## src/rtl/la_cellcheck6.sv

```systemverilog
// la_cellcheck6: stimulus/response checker for six-input, single-output library cells.
// Walks all 64 input vectors, holds each for SETTLE+1 cycles, samples the cell output
// at the end of the hold window and compares it against a golden truth table.
module la_cellcheck6 #(
  parameter              PROP   = "DEFAULT",
  parameter logic [63:0] TRUTH  = 64'hFF80_8080_8080_8080,
  parameter int unsigned SETTLE = 2,
  parameter int unsigned ERRW   = 8
) (
  input  logic            i_clk,
  input  logic            i_nreset,
  input  logic            i_start,
  output logic [5:0]      o_vec,
  input  logic            i_z,
  output logic            o_busy,
  output logic            o_done,
  output logic            o_pass,
  output logic [ERRW-1:0] o_errcount,
  output logic [5:0]      o_firstfail,
  output logic            o_firstfail_vld
);

  // Settle counter needs at least one bit even when SETTLE is 0.
  localparam int unsigned    CntW   = (SETTLE > 0) ? $clog2(SETTLE + 1) : 1;
  localparam logic [CntW-1:0] CntMax = CntW'(SETTLE);
  localparam logic [ERRW-1:0] ErrMax = {ERRW{1'b1}};

  // PROP is an implementation tag only; it carries no logic.
  if ($bits(PROP) == 0) begin : g_no_prop
  end

  typedef enum logic [1:0] {StIdle, StRun, StDone} state_e;

  state_e          r_state, w_state_nxt;
  logic [CntW-1:0] r_cnt, w_cnt_nxt;
  logic [5:0]      r_vec, w_vec_nxt;
  logic            r_busy, w_busy_nxt;
  logic            r_done, w_done_nxt;
  logic            r_pass, w_pass_nxt;
  logic [ERRW-1:0] r_err, w_err_nxt;
  logic [5:0]      r_ff, w_ff_nxt;
  logic            r_ffv, w_ffv_nxt;
  logic            w_mismatch;

  assign w_mismatch = (i_z != TRUTH[r_vec]);

  // State register: all outputs are registered, reset asynchronously.
  always_ff @(posedge i_clk or negedge i_nreset) begin
    if (!i_nreset) begin
      r_state <= StIdle;
      r_cnt   <= '0;
      r_vec   <= '0;
      r_busy  <= 1'b0;
      r_done  <= 1'b0;
      r_pass  <= 1'b0;
      r_err   <= '0;
      r_ff    <= '0;
      r_ffv   <= 1'b0;
    end else begin
      r_state <= w_state_nxt;
      r_cnt   <= w_cnt_nxt;
      r_vec   <= w_vec_nxt;
      r_busy  <= w_busy_nxt;
      r_done  <= w_done_nxt;
      r_pass  <= w_pass_nxt;
      r_err   <= w_err_nxt;
      r_ff    <= w_ff_nxt;
      r_ffv   <= w_ffv_nxt;
    end
  end

  // Next-state: start launches a run from IDLE or DONE; RUN walks vectors and scores samples.
  always_comb begin
    w_state_nxt = r_state;
    w_cnt_nxt   = r_cnt;
    w_vec_nxt   = r_vec;
    w_busy_nxt  = r_busy;
    w_done_nxt  = r_done;
    w_pass_nxt  = r_pass;
    w_err_nxt   = r_err;
    w_ff_nxt    = r_ff;
    w_ffv_nxt   = r_ffv;
    case (r_state)
      StIdle, StDone: begin
        if (i_start) begin
          w_state_nxt = StRun;
          w_cnt_nxt   = '0;
          w_vec_nxt   = '0;
          w_busy_nxt  = 1'b1;
          w_done_nxt  = 1'b0;
          w_pass_nxt  = 1'b0;
          w_err_nxt   = '0;
          w_ff_nxt    = '0;
          w_ffv_nxt   = 1'b0;
        end
      end
      StRun: begin
        if (r_cnt != CntMax) begin
          w_cnt_nxt = r_cnt + CntW'(1);
        end else begin
          // Last edge of the hold window: sample and score this vector.
          w_cnt_nxt = '0;
          if (w_mismatch) begin
            if (r_err != ErrMax) w_err_nxt = r_err + ERRW'(1);
            if (!r_ffv) begin
              w_ff_nxt  = r_vec;
              w_ffv_nxt = 1'b1;
            end
          end
          if (r_vec == 6'd63) begin
            w_state_nxt = StDone;
            w_vec_nxt   = '0;
            w_busy_nxt  = 1'b0;
            w_done_nxt  = 1'b1;
            // Includes the final sample, which is not yet in r_err.
            w_pass_nxt  = (r_err == '0) && !w_mismatch;
          end else begin
            w_vec_nxt = r_vec + 6'd1;
          end
        end
      end
      default: w_state_nxt = StIdle;
    endcase
  end

  assign o_vec           = r_vec;
  assign o_busy          = r_busy;
  assign o_done          = r_done;
  assign o_pass          = r_pass;
  assign o_errcount      = r_err;
  assign o_firstfail     = r_ff;
  assign o_firstfail_vld = r_ffv;

endmodule

```

## config.mk

```make
export PLATFORM = sky130hd
export DESIGN_NAME = la_cellcheck6
export DESIGN_NICKNAME = d
export VERILOG_FILES = /design/src/rtl/la_cellcheck6.sv
export SDC_FILE = /design/constraint.sdc
export NUM_CORES = 1
export LEC_CHECK = 0
export BUFFER_PORTS_ARGS = -buffer_cell sky130_fd_sc_hd__buf_2
export CAP_MARGIN = 5
export CORE_UTILIZATION = 53
export DETAILED_ROUTE_END_ITERATION = 6
export PLACE_DENSITY = 0.77
export RECOVER_POWER = 100
export REMOVE_ABC_BUFFERS = 1
export SLEW_MARGIN = 20
export SYNTH_ARGS = -nofsm -noshare
export SYNTH_HDL_FRONTEND = slang
export SYNTH_SLANG_ARGS = --single-unit
```

## constraint.sdc

```tcl
create_clock -name i_clk -period 2.66 [get_ports i_clk]
set_input_delay 0.266 -clock i_clk [delete_from_list [all_inputs] [get_ports i_clk]]
set_output_delay 0.266 -clock i_clk [all_outputs]
set_load 0.02 [all_outputs]
```

==> qor.yml, run 1 <==
global_routing:
  antenna_found_initial: 0
  first_global_vias: 1053
  grt_max_degree: 29
  grt_pass1_wl_mm: 4.733
  grt_usage: 0.2348
  overflow: 0
floorplan:
  start_util: 0.5571
  die_x_um: 52.80
  num_rows: 18
  io_pins: 28
  die_area_mm2: 0.002787
  fp.dieH_um: 52.80
  core_area_mm2: 0.002455
yosys:
  synth_area_mm2: 0.001368
  synthTopCellsByCount: "dfrtp_1, nand2_1, o21ai_0"
  synth-simple-area-share: 0.2251
  yosysWarnings: 0
  synthAdderAreaFrac: 0.03660
  synth.area.top_cells: "dfrtp_1, o21ai_0, a22o_1, ha_1, nand2_1"
  syn_inst: 135
  synthArstFlopShare: 1.000
  synth_top_family_by_area: "simple AND/OR/NAND/NOR gates"
  synth.mux.area_fraction: 0.008234
  yosysMostFrequentCell: "dfrtp_1"
  synth_top_area_cell: "dfrtp_1"
  synth_edf_count: 0
  avgSynthCellArea_um2: 10.13
  synth_cell_types: 34
  seq_area_frac_synth: 0.5124
  synthXorXnorAreaFrac: 0.03111
  yosys.area.top_type_share: 0.5124
  ys_ff_latch: 28
  synth_compound_area_frac: 0.1647
  synth_ff_type: "dfrtp_1"
cts:
  cts_buffers: 3
  clock_sinks: 28
  clk_pin_slew_ns: 0.15
  insertion_delay_ns: 0.34
  postCtsSetupBuffers: 0
  cts_buffer_depth: 2
  h-tree-depth: 1
  clockRootBuffer: "clkbuf_4"
  ctsResizeCount: 0
  cts_tree: "built"
status:
  outcome: "finished clean"
detailed_routing:
  first_pass_iters: 4
  wire_per_inst_um: 14.95
  drc: 0
  drt_iter0_markers: 32
  vias: 1172
  wl_mm: 2.931
  via_per_inst: 5.980
  drtAntennaViolNets: 0
sta:
  fin_setup_tns_ns: 0
  tightestPinTransition_ns: 1.458
  max_slew_margin: 0.02814
  setup_ws_ns: 0.2260
  maxSlewViolCount: 0
  setup_viol: 0
  rsz0062_at_grt: "no"
  fmax_ghz: 0.4109
  clock_skew_ns: 0.004233
  hold_violations: 0
  min_period_ns: 2.434
  min_period_over_period: 0.9150
place:
  port_buffers: 27
  hpwlAfterDp_mm: 2.137
  dp_slack_ns: 0.3580
  globalplace.congestion: 0.8342
finish:
  area_growth_syn_to_layout_pct: 13.27
  diodes: 0
  drive_gt1_frac: 0.09036
  fin_nets: 175
setup_path:
  cp_slowest_cell: "or4_1"
  crit_chain: "ha_1 > ha_1 > a31oi_1 > xnor2_2 > a31oi_2 > or4_1 > a21oi_1"
  slowest_delay_ns: 0.56
  critical_path_buf_inv_count: 0
  crit_family: "compound AO/OA/AOI/OAI gates"
  path_max_fanout: 14
  worstPathArrival_ns: 2.71
  start_kind: "flop"
  path_common_cell: "ha_1"
  endpoint_kind: "flop"
  worstSetupPathType: "flop to flop"
  required_ns: 2.94
min_path:
  hold_path_class: "input port to flop"
power:
  switching_share: 0.4255
  clkPwrFrac: 0.155
  power.density_cell_area_mw_per_mm2: 885.8
  power.internal_uw: 788.2
  p_seq_frac: 0.486
  power.leakage_uw: 0.0006740
  vdd_drop_max_mv: 0.6087
  switchingPower_uw: 583.9
  comb_power_share: 0.358
flow_run:
  cap_violations: 0
-- cell usage in the layout, fill, tap and decap left out, types with 4 or more instances in the layout --
cell type / synthesis / layout
dfrtp_1: 28 / 28
o31ai_1: 4 / 4
nand3_1: 9 / 9
or3_1: 4 / 4
ha_1: 4 / 4
nor2_1: 9 / 9
a22o_1: 6 / 6
a21oi_1: 7 / 7
inv_1: 4 / 4
o21ai_0: 13 / 13
clkbuf_1: 2 / 25
nand2_1: 13 / 13
-- state kept, by name, indices dropped and copies added (netlist names) --
| name | cells |
|---|---|
| o_done | 1 |
| o_busy | 1 |
| o_pass | 1 |
| o_vec | 6 |
| o_firstfail_vld | 1 |
| o_errcount | 8 |
| o_firstfail | 6 |
| r_cnt | 2 |
| r_state | 2 |
-- per-stage QoR --
| stage | total power (uW) | cells | hold slack, ns | area, um^2 | utilization |
|---|---|---|---|---|---|
| 3_5_place_dp | 1193 | 191 | 0.3091 | 1540 | 0.6274 |
| 6_report | 1372 | 196 | 0.1262 | 1549 | 0.6310 |
| 2_1_floorplan | 999.4 | 132 | -0.02959 | 1353 | - |
| 3_3_place_gp | 1169 | 191 | 0.3030 | 1540 | 0.6274 |
| 5_1_grt | 1470 | 196 | 0.1298 | 1549 | 0.6310 |
| 4_1_cts | 1400 | 196 | 0.1220 | 1587 | 0.6463 |
-- power by group through the flow --
stage | registers (uW) | clock network, uW | logic (uW)
finish | 667 | 213 | 492
global route | 689 | 233 | 549
CTS | 665 | 213 | 522
detailed placement | 674 | 0 | 519
global placement | 663 | 0 | 506
floorplan | 767 | 0 | 232
-- cell families after synthesis --
family | Yosys count
compound gates | 34
fa+ha+maj | 4
simple gates | 57
mux | 1
buf+inv | 7
xor+xnor | 4
flops | 28
-- path summary, 6_finish.rpt --
kind	start	end	slack, ns	cells after the start
setup reg to reg	o_vec[0]	o_errcount[7]	0.23	7
setup / recovery	o_vec[0]	o_errcount[7]	0.23	7
max in group asynchronous	i_nreset	o_vec[0]	1.03	2
hold reg to reg	o_firstfail[0]	o_firstfail[0]	0.52	1
hold / removal	i_start	r_state[1]	0.13	2
min in group asynchronous	i_nreset	o_errcount[3]	0.78	2
-- layer usage --
metal	global-route usage	wire length, um
met5	0	0
met4	0.08772	47
met3	0.03478	128
met2	0.3755	1415
met1	0.3192	1340
-- cell type report --
type / count / area [um^2]
clock buffer: 4 / 36.28
fill: 225 / 905.9
timing repair buffer: 30 / 128.9
tap: 30 / 37.54
inverter: 4 / 15.01
multi-input combinational: 100 / 630.6
sequential: 28 / 700.7
-- what timing repair did --
action | CTS | global route
hold buffers | 1 | 0
endpoints found under the hold margin | 28 | 0
endpoints found under the setup margin | 0 | 0
Note: power is estimated with default switching activity, not from simulation.
==> run 2, diff against run 1 <==
--- a/config.mk
+++ b/config.mk
@@ -9,5 +9,8 @@
 export CAP_MARGIN = 5
-export CORE_UTILIZATION = 53
+export CELL_PAD_IN_SITES_DETAIL_PLACEMENT = 0
+export CELL_PAD_IN_SITES_GLOBAL_PLACEMENT = 1
+export CORE_ASPECT_RATIO = 0.8
+export CORE_UTILIZATION = 41
 export DETAILED_ROUTE_END_ITERATION = 6
-export PLACE_DENSITY = 0.77
+export PLACE_DENSITY_LB_ADDON = 0.1
 export RECOVER_POWER = 100
==> constraint.sdc (replaced) <==
create_clock -name i_clk -period 2.66 [get_ports i_clk]
set_input_delay 0.798 -clock i_clk [delete_from_list [all_inputs] [get_ports i_clk]]
set_output_delay 0.798 -clock i_clk [all_outputs]
set_load 0.02 [all_outputs]
==> run 2 against run 1 <==
The run now ends with max-capacitance violations, max-slew violations left. Register-to-register slack improved by 0.06 ns. Die area increased by 28%. Non-clock buffer count unchanged. Design area increased by 1.2%. Setup slack improved by 0.055 ns. Via count down 4.4%. Sequential cell count unchanged. Core utilization fell by 13 points. Largest power group unchanged.
==> qor.yml, run 2 (synthesized netlist as in run 1, its figures left out) <==
power:
  power.leakage_uw: 0.0006655  # -1.3%
  vdd_drop_max_mv: 0.4311  # -29%
  p_seq_frac: 0.468  # -0.018
  switching_share: 0.4124  # -0.01316
  clkPwrFrac: 0.185  # +0.030
  total_power_uw: 1423  # +3.7%
  switchingPower_uw: 586.9  # +0.51%
  comb_power_share: 0.347  # -0.011
  power.internal_uw: 836.3  # +6.1%
  power.density_cell_area_mw_per_mm2: 907.8  # +2.5%
sta:
  rsz0062_at_grt: "no"
  hold_violations: 0  # unchanged
  tightestPinTransition_ns: 1.516  # +0.05817 ns
  min_period_ns: 2.379  # -0.05546 ns
  max_slew_margin: -0.01064  # -0.03878
  clock_skew_ns: 0.005019  # +0.0007860 ns
  min_period_over_period: 0.8942  # -0.02085
  fmax_ghz: 0.4204  # +2.3%
  fin_setup_tns_ns: 0  # unchanged
  maxSlewViolCount: 29  # +29
  setup_ws_ns: 0.2815  # +0.05546 ns
  setup_viol: 0  # unchanged
  holdWs_ns: 0.5086  # +0.3824 ns
detailed_routing:
  wl_mm: 3.066  # +4.6%
  drt_iter0_markers: 60  # +88%
  drc: 0  # unchanged
  vias: 1120  # -4.4%
  first_pass_iters: 4  # unchanged
  via_per_inst: 5.437  # -9.1%
  wire_per_inst_um: 14.88  # -0.47%
  drtAntennaViolNets: 0  # unchanged
global_routing:
  overflow: 0  # unchanged
  first_global_vias: 1075  # +2.1%
  antenna_found_initial: 0  # unchanged
  grt_max_degree: 29  # unchanged
  grt_usage: 0.1969  # -0.03797
  grt_pass1_wl_mm: 5.188  # +9.6%
cts:
  ctsResizeCount: 0  # unchanged
  clockRootBuffer: "clkbuf_8"
  cts_buffers: 3  # unchanged
  cts_hold_buffers: 0  # -1
  clk_pin_slew_ns: 0.09  # -0.06 ns
  insertion_delay_ns: 0.28  # -0.06 ns
  cts_tree: "built"
  postCtsSetupBuffers: 0  # unchanged
  h-tree-depth: 1  # unchanged
  cts_buffer_depth: 2  # unchanged
  clock_sinks: 28  # unchanged
setup_path:
  slowest_delay_ns: 0.57  # about the same
  r2r-start: "o_vec[0]"
  path_max_fanout: 14  # unchanged
  cp.depth: 7  # unchanged
  critical_path_buf_inv_count: 0  # unchanged
  crit_start: "o_vec[0]"
  crit_chain: "ha_1 > ha_1 > a31oi_2 > xnor2_1 > a31oi_2 > or4_1 > a21oi_1"
  worstRegToRegCells: 7  # unchanged
  start_kind: "flop"
  endpoint_kind: "flop"
  worstSetupPathType: "flop to flop"
  worstPathArrival_ns: 2.58  # -0.13 ns
  required_ns: 2.87  # -0.07 ns
  cp_slowest_cell: "or4_1"
  crit_family: "compound AO/OA/AOI/OAI gates"
finish:
  area_growth_syn_to_layout_pct: 14.64
  final_cell_mix: "clkbuf_1, dfrtp_1, o21ai_0, nand2_1"
  largest_register_ffs: 8  # unchanged
  fin_nets: 175  # unchanged
  diodes: 0  # unchanged
  drive_gt1_frac: 0.07831  # -0.01205
  final_util: 0.5008  # -0.1302
place:
  globalplace.congestion: 0.8030  # -3.7%
  port_buffers: 27  # unchanged
  hpwlAfterDp_mm: 2.223  # +4.0%
  dp_slack_ns: 0.3453  # -0.01272 ns
min_path:
  min_path_cells: 1  # -1
  hold_path_class: "flop to flop"
  min-delay-start: "o_firstfail[0]"
status:
  violations: "max-capacitance violations, max-slew violations"
  outcome: "finished with violations"
floorplan:
  die_x_um: 66.57  # +26%
  core_area_mm2: 0.003131  # +28%
  io_pins: 28  # unchanged
  start_util: 0.4369  # -0.1202
  num_rows: 18  # unchanged
  die_area_mm2: 0.003572  # +28%
  fp.dieH_um: 53.66  # +1.6%
flow_run:
  cap_violations: 1  # +1
run 2: metrics by stage:
| stage | cells | cell area, um^2 |
|---|---|---|
| floorplan | 132 | 1353 |
| global placement | 202 | 1560 |
| detailed placement | 202 | 1560 |
| CTS | 206 | 1615 |
| global route | 206 | 1568 |
| finish | 206 | 1568 |
run 2: path summary, 6_finish.rpt:
path,slack [ns],to
max in group asynchronous,0.91,o_pass
worst max register to register,0.28,o_errcount[7]
worst max-delay path,0.28,o_errcount[7]
worst min register to register,0.51,o_firstfail[0]
min in group asynchronous,0.87,o_firstfail[4]
worst min-delay path,0.51,o_firstfail[0]
run 2: power groups by stage:
stage | sequential, uW | combinational [uW] | clock, uW
after global routing | 693 | 566 | 285
after floorplan | 767 | 232 | 0
after detailed placement | 671 | 527 | 0
final | 666 | 493 | 264
after global placement | 667 | 518 | 0
after CTS | 663 | 529 | 272
run 2: final cells by class:
type                       instances  area (um^2)
tap                               40        50.05
timing repair buffer              30        117.6
clock buffer                       4        55.05
inverter                           4        15.01
sequential                        28        700.7
fill                             315         1563
multi-input combinational        100        629.4
run 2: metal layers:
| layer | wire, um | track usage | vias to the layer above | share of wire |
|---|---|---|---|---|
| met4 | 10 | 0.03191 | 0 | 0.0033 |
| met3 | 131 | 0.05508 | 2 | 0.043 |
| met5 | 0 | 0 | - | 0 |
| met1 | 1566 | 0.2766 | 535 | 0.51 |
| met2 | 1357 | 0.3081 | 25 | 0.44 |
| li1 | - | - | 558 | - |
==> run 3, diff against run 2 <==
--- a/config.mk
+++ b/config.mk
@@ -11,3 +11,2 @@
 export CELL_PAD_IN_SITES_GLOBAL_PLACEMENT = 1
-export CORE_ASPECT_RATIO = 0.8
 export CORE_UTILIZATION = 41
==> constraint.sdc (replaced) <==
create_clock -name i_clk -period 2.66 [get_ports i_clk]
set_input_delay 0.133 -clock i_clk [delete_from_list [all_inputs] [get_ports i_clk]]
set_output_delay 0.133 -clock i_clk [all_outputs]
set_load 0.02 [all_outputs]
==> run 3 against run 2 <==
The run now ends clean. Register-to-register slack improved by 0.02 ns. Clock power shrank 21%. Combinational power about the same. Sequential share of layout area grew 0.071 points. Count of clock-buffer cells in the layout is the same. Routed wire length fell by 2.1%. Via count is 2.2% higher. Non-clock buffer count is the same. Critical path depth unchanged. Design area is 0.16% lower. Setup slack better by 0.020 ns. Sequential cell count stayed put. Critical path type unchanged. Largest power group unchanged.
==> qor.yml, run 3 (synthesized netlist as in run 1, its figures left out) <==
finish:
  stdcell_count: 210  # +1.9%
  diodes: 0  # unchanged
  seqCellArea_um2: 700.7  # unchanged
  final_area_mm2: 0.001565  # -0.16%
  final_common_cell: "dfrtp_1"
  fin_nets: 175  # unchanged
  largest_register_ffs: 8  # unchanged
  area_growth_syn_to_layout_pct: 14.46
  final_cell_mix: "dfrtp_1, clkbuf_1, o21ai_0, nand2_1"
  drive_gt1_frac: 0.08434  # +0.006024
  n_fill_cell: 338  # +7.3%
  multi_input_area_um2: 629.4  # unchanged
floorplan:
  fp.dieH_um: 59.76  # +11%
  die_x_um: 59.76  # -10%
  start_util: 0.4407  # +0.003875
  core_area_mm2: 0.003103  # -0.88%
  num_rows: 20  # +2
  die_area_mm2: 0.003571  # about the same
  io_pins: 28  # unchanged
sta:
  max_slew_margin: 0.006184  # +0.01682
  min_period_over_period: 0.8867  # -0.007448
  fin_setup_tns_ns: 0  # unchanged
  fmax_ghz: 0.4240  # +0.84%
  holdWs_ns: 0.01659  # -0.4920 ns
  min_period_ns: 2.359  # -0.01981 ns
  clock_skew_ns: 0.006039  # +0.001020 ns
  rsz0062_at_grt: "no"
  setup_viol: 0  # unchanged
  hold_violations: 0  # unchanged
  maxSlewViolCount: 0  # -100%
  tightestPinTransition_ns: 1.491  # -0.02523 ns
global_routing:
  grt_pass1_wl_mm: 4.871  # -6.1%
  grt_usage: 0.1829  # -0.01396
  antenna_found_initial: 0  # unchanged
  overflow: 0  # unchanged
  grt_max_degree: 29  # unchanged
  first_global_vias: 1038  # -3.4%
cts:
  insertion_delay_ns: 0.32  # +0.04 ns
  clockRootBuffer: "clkbuf_4"
  clock_sinks: 28  # unchanged
  h-tree-depth: 1  # unchanged
  cts_tree: "built"
  cts_buffer_depth: 2  # unchanged
  clk_pin_slew_ns: 0.15  # +0.06 ns
  postCtsSetupBuffers: 0  # unchanged
  cts_buffers: 3  # unchanged
setup_path:
  worstSetupPathType: "flop to flop"
  r2r-start: "o_vec[0]"
  crit_start: "o_vec[0]"
  worstPathArrival_ns: 2.62  # +0.04 ns
  crit_chain: "ha_1 > ha_1 > a31oi_2 > xnor2_1 > a31oi_2 > or4_1 > a21oi_1"
  endpoint_kind: "flop"
  start_kind: "flop"
  r2r_end: "o_errcount[7]"
  path_max_fanout: 14  # unchanged
  r2r_setup_slack_ns: 0.30  # +0.02 ns
  cp_slowest_cell: "or4_1"
  cp-endpoint: "o_errcount[7]"
  worstRegToRegCells: 7  # unchanged
  slowest_delay_ns: 0.56  # about the same
  required_ns: 2.92  # +0.05 ns
min_path:
  min_path_cells: 2  # +1
  hold_path_class: "input port to flop"
detailed_routing:
  drt-met1-wl_mm: 1.537  # -1.9%
  met3_length_um: 108  # -18%
  drtAntennaViolNets: 0  # unchanged
  dr_wl_met2_mm: 1.338  # -1.4%
  wire_per_inst_um: 14.30  # -4.0%
  top_layer: "met4"
  via_per_inst: 5.452  # +0.28%
  drt_iter0_markers: 34  # -43%
  first_pass_iters: 4  # unchanged
  vias: 1145  # +2.2%
  wl_mm: 3.002  # -2.1%
  drc: 0  # unchanged
flow_run:
  cap_violations: 0  # -1
place:
  numPlacedInstances: 205  # +1.5%
  dpl_cell_area_mm2: 0.001558  # -0.16%
  port_buffers: 27  # unchanged
  hpwlAfterDp_mm: 2.208  # -0.67%
  globalplace.congestion: 0.8074  # +0.55%
status:
  outcome: "finished clean"
power:
  power.leakage_uw: 0.0006703  # +0.71%
  power.density_cell_area_mw_per_mm2: 873.7  # -3.8%
  vdd_drop_max_mv: 0.3393  # -21%
## run 3: metal layers
layer	GRT usage	up-vias
met5	0	-
li1	-	555
met4	0.05980	0
met3	0.02814	2
met1	0.2695	568
met2	0.2730	20
## run 3: worst min-delay path by stage
stage | endpoint | slack (ns) | from
4_1_cts | r_state[1] | 0.01 | i_start
3_3_place_gp | o_errcount[2] | 0.18 | i_nreset
5_1_grt | r_state[1] | 0.007 | i_start
3_5_place_dp | o_errcount[2] | 0.19 | i_nreset
6_report | r_state[1] | 0.02 | i_start
2_1_floorplan | o_busy | -0.16 | i_nreset
## run 3: critical path, delay by kind of cell (launching register included)
family                     cells  cell delay [ns]
AOI/OAI and AO/OA              3             0.62
adders and majority gates      2             0.46
xor gates and xnor gates       1             0.18
and+or+nand+nor                1             0.56
DFF                            1             0.47
## run 3: area by class of cell
cell class,count,share of cell area
flip-flops and latches,28,0.4476
multi-input cells,100,0.4021
well taps,44,0.03517
clock buffers,4,0.02318
inverters,4,0.009592
repair buffers,30,0.08233
## run 3: through the flow
stage                     worst slack, ns  utilization  power, uW
after floorplan                    0.4304            -      999.4
after global placement             0.4245       0.5020       1179
after detailed placement           0.3594       0.5020       1199
after CTS                          0.3207       0.5169       1404
after global routing               0.1271       0.5044       1465
final                              0.3013       0.5044       1368
## run 3: timing repair
action,4_1_cts,5_1_grt
endpoints found under the hold margin,28,0
gates resized for setup,0,0
hold buffers,1,0
## run 3: power by group
| group | switching (uW) | internal, uW | total [uW] | leakage [uW] |
|---|---|---|---|---|
| combinational | 325 | 170 | 494 | 0.000283 |
| clock | 125 | 83.7 | 208 | 0.0000210 |
| sequential | 131 | 534 | 665 | 0.000367 |
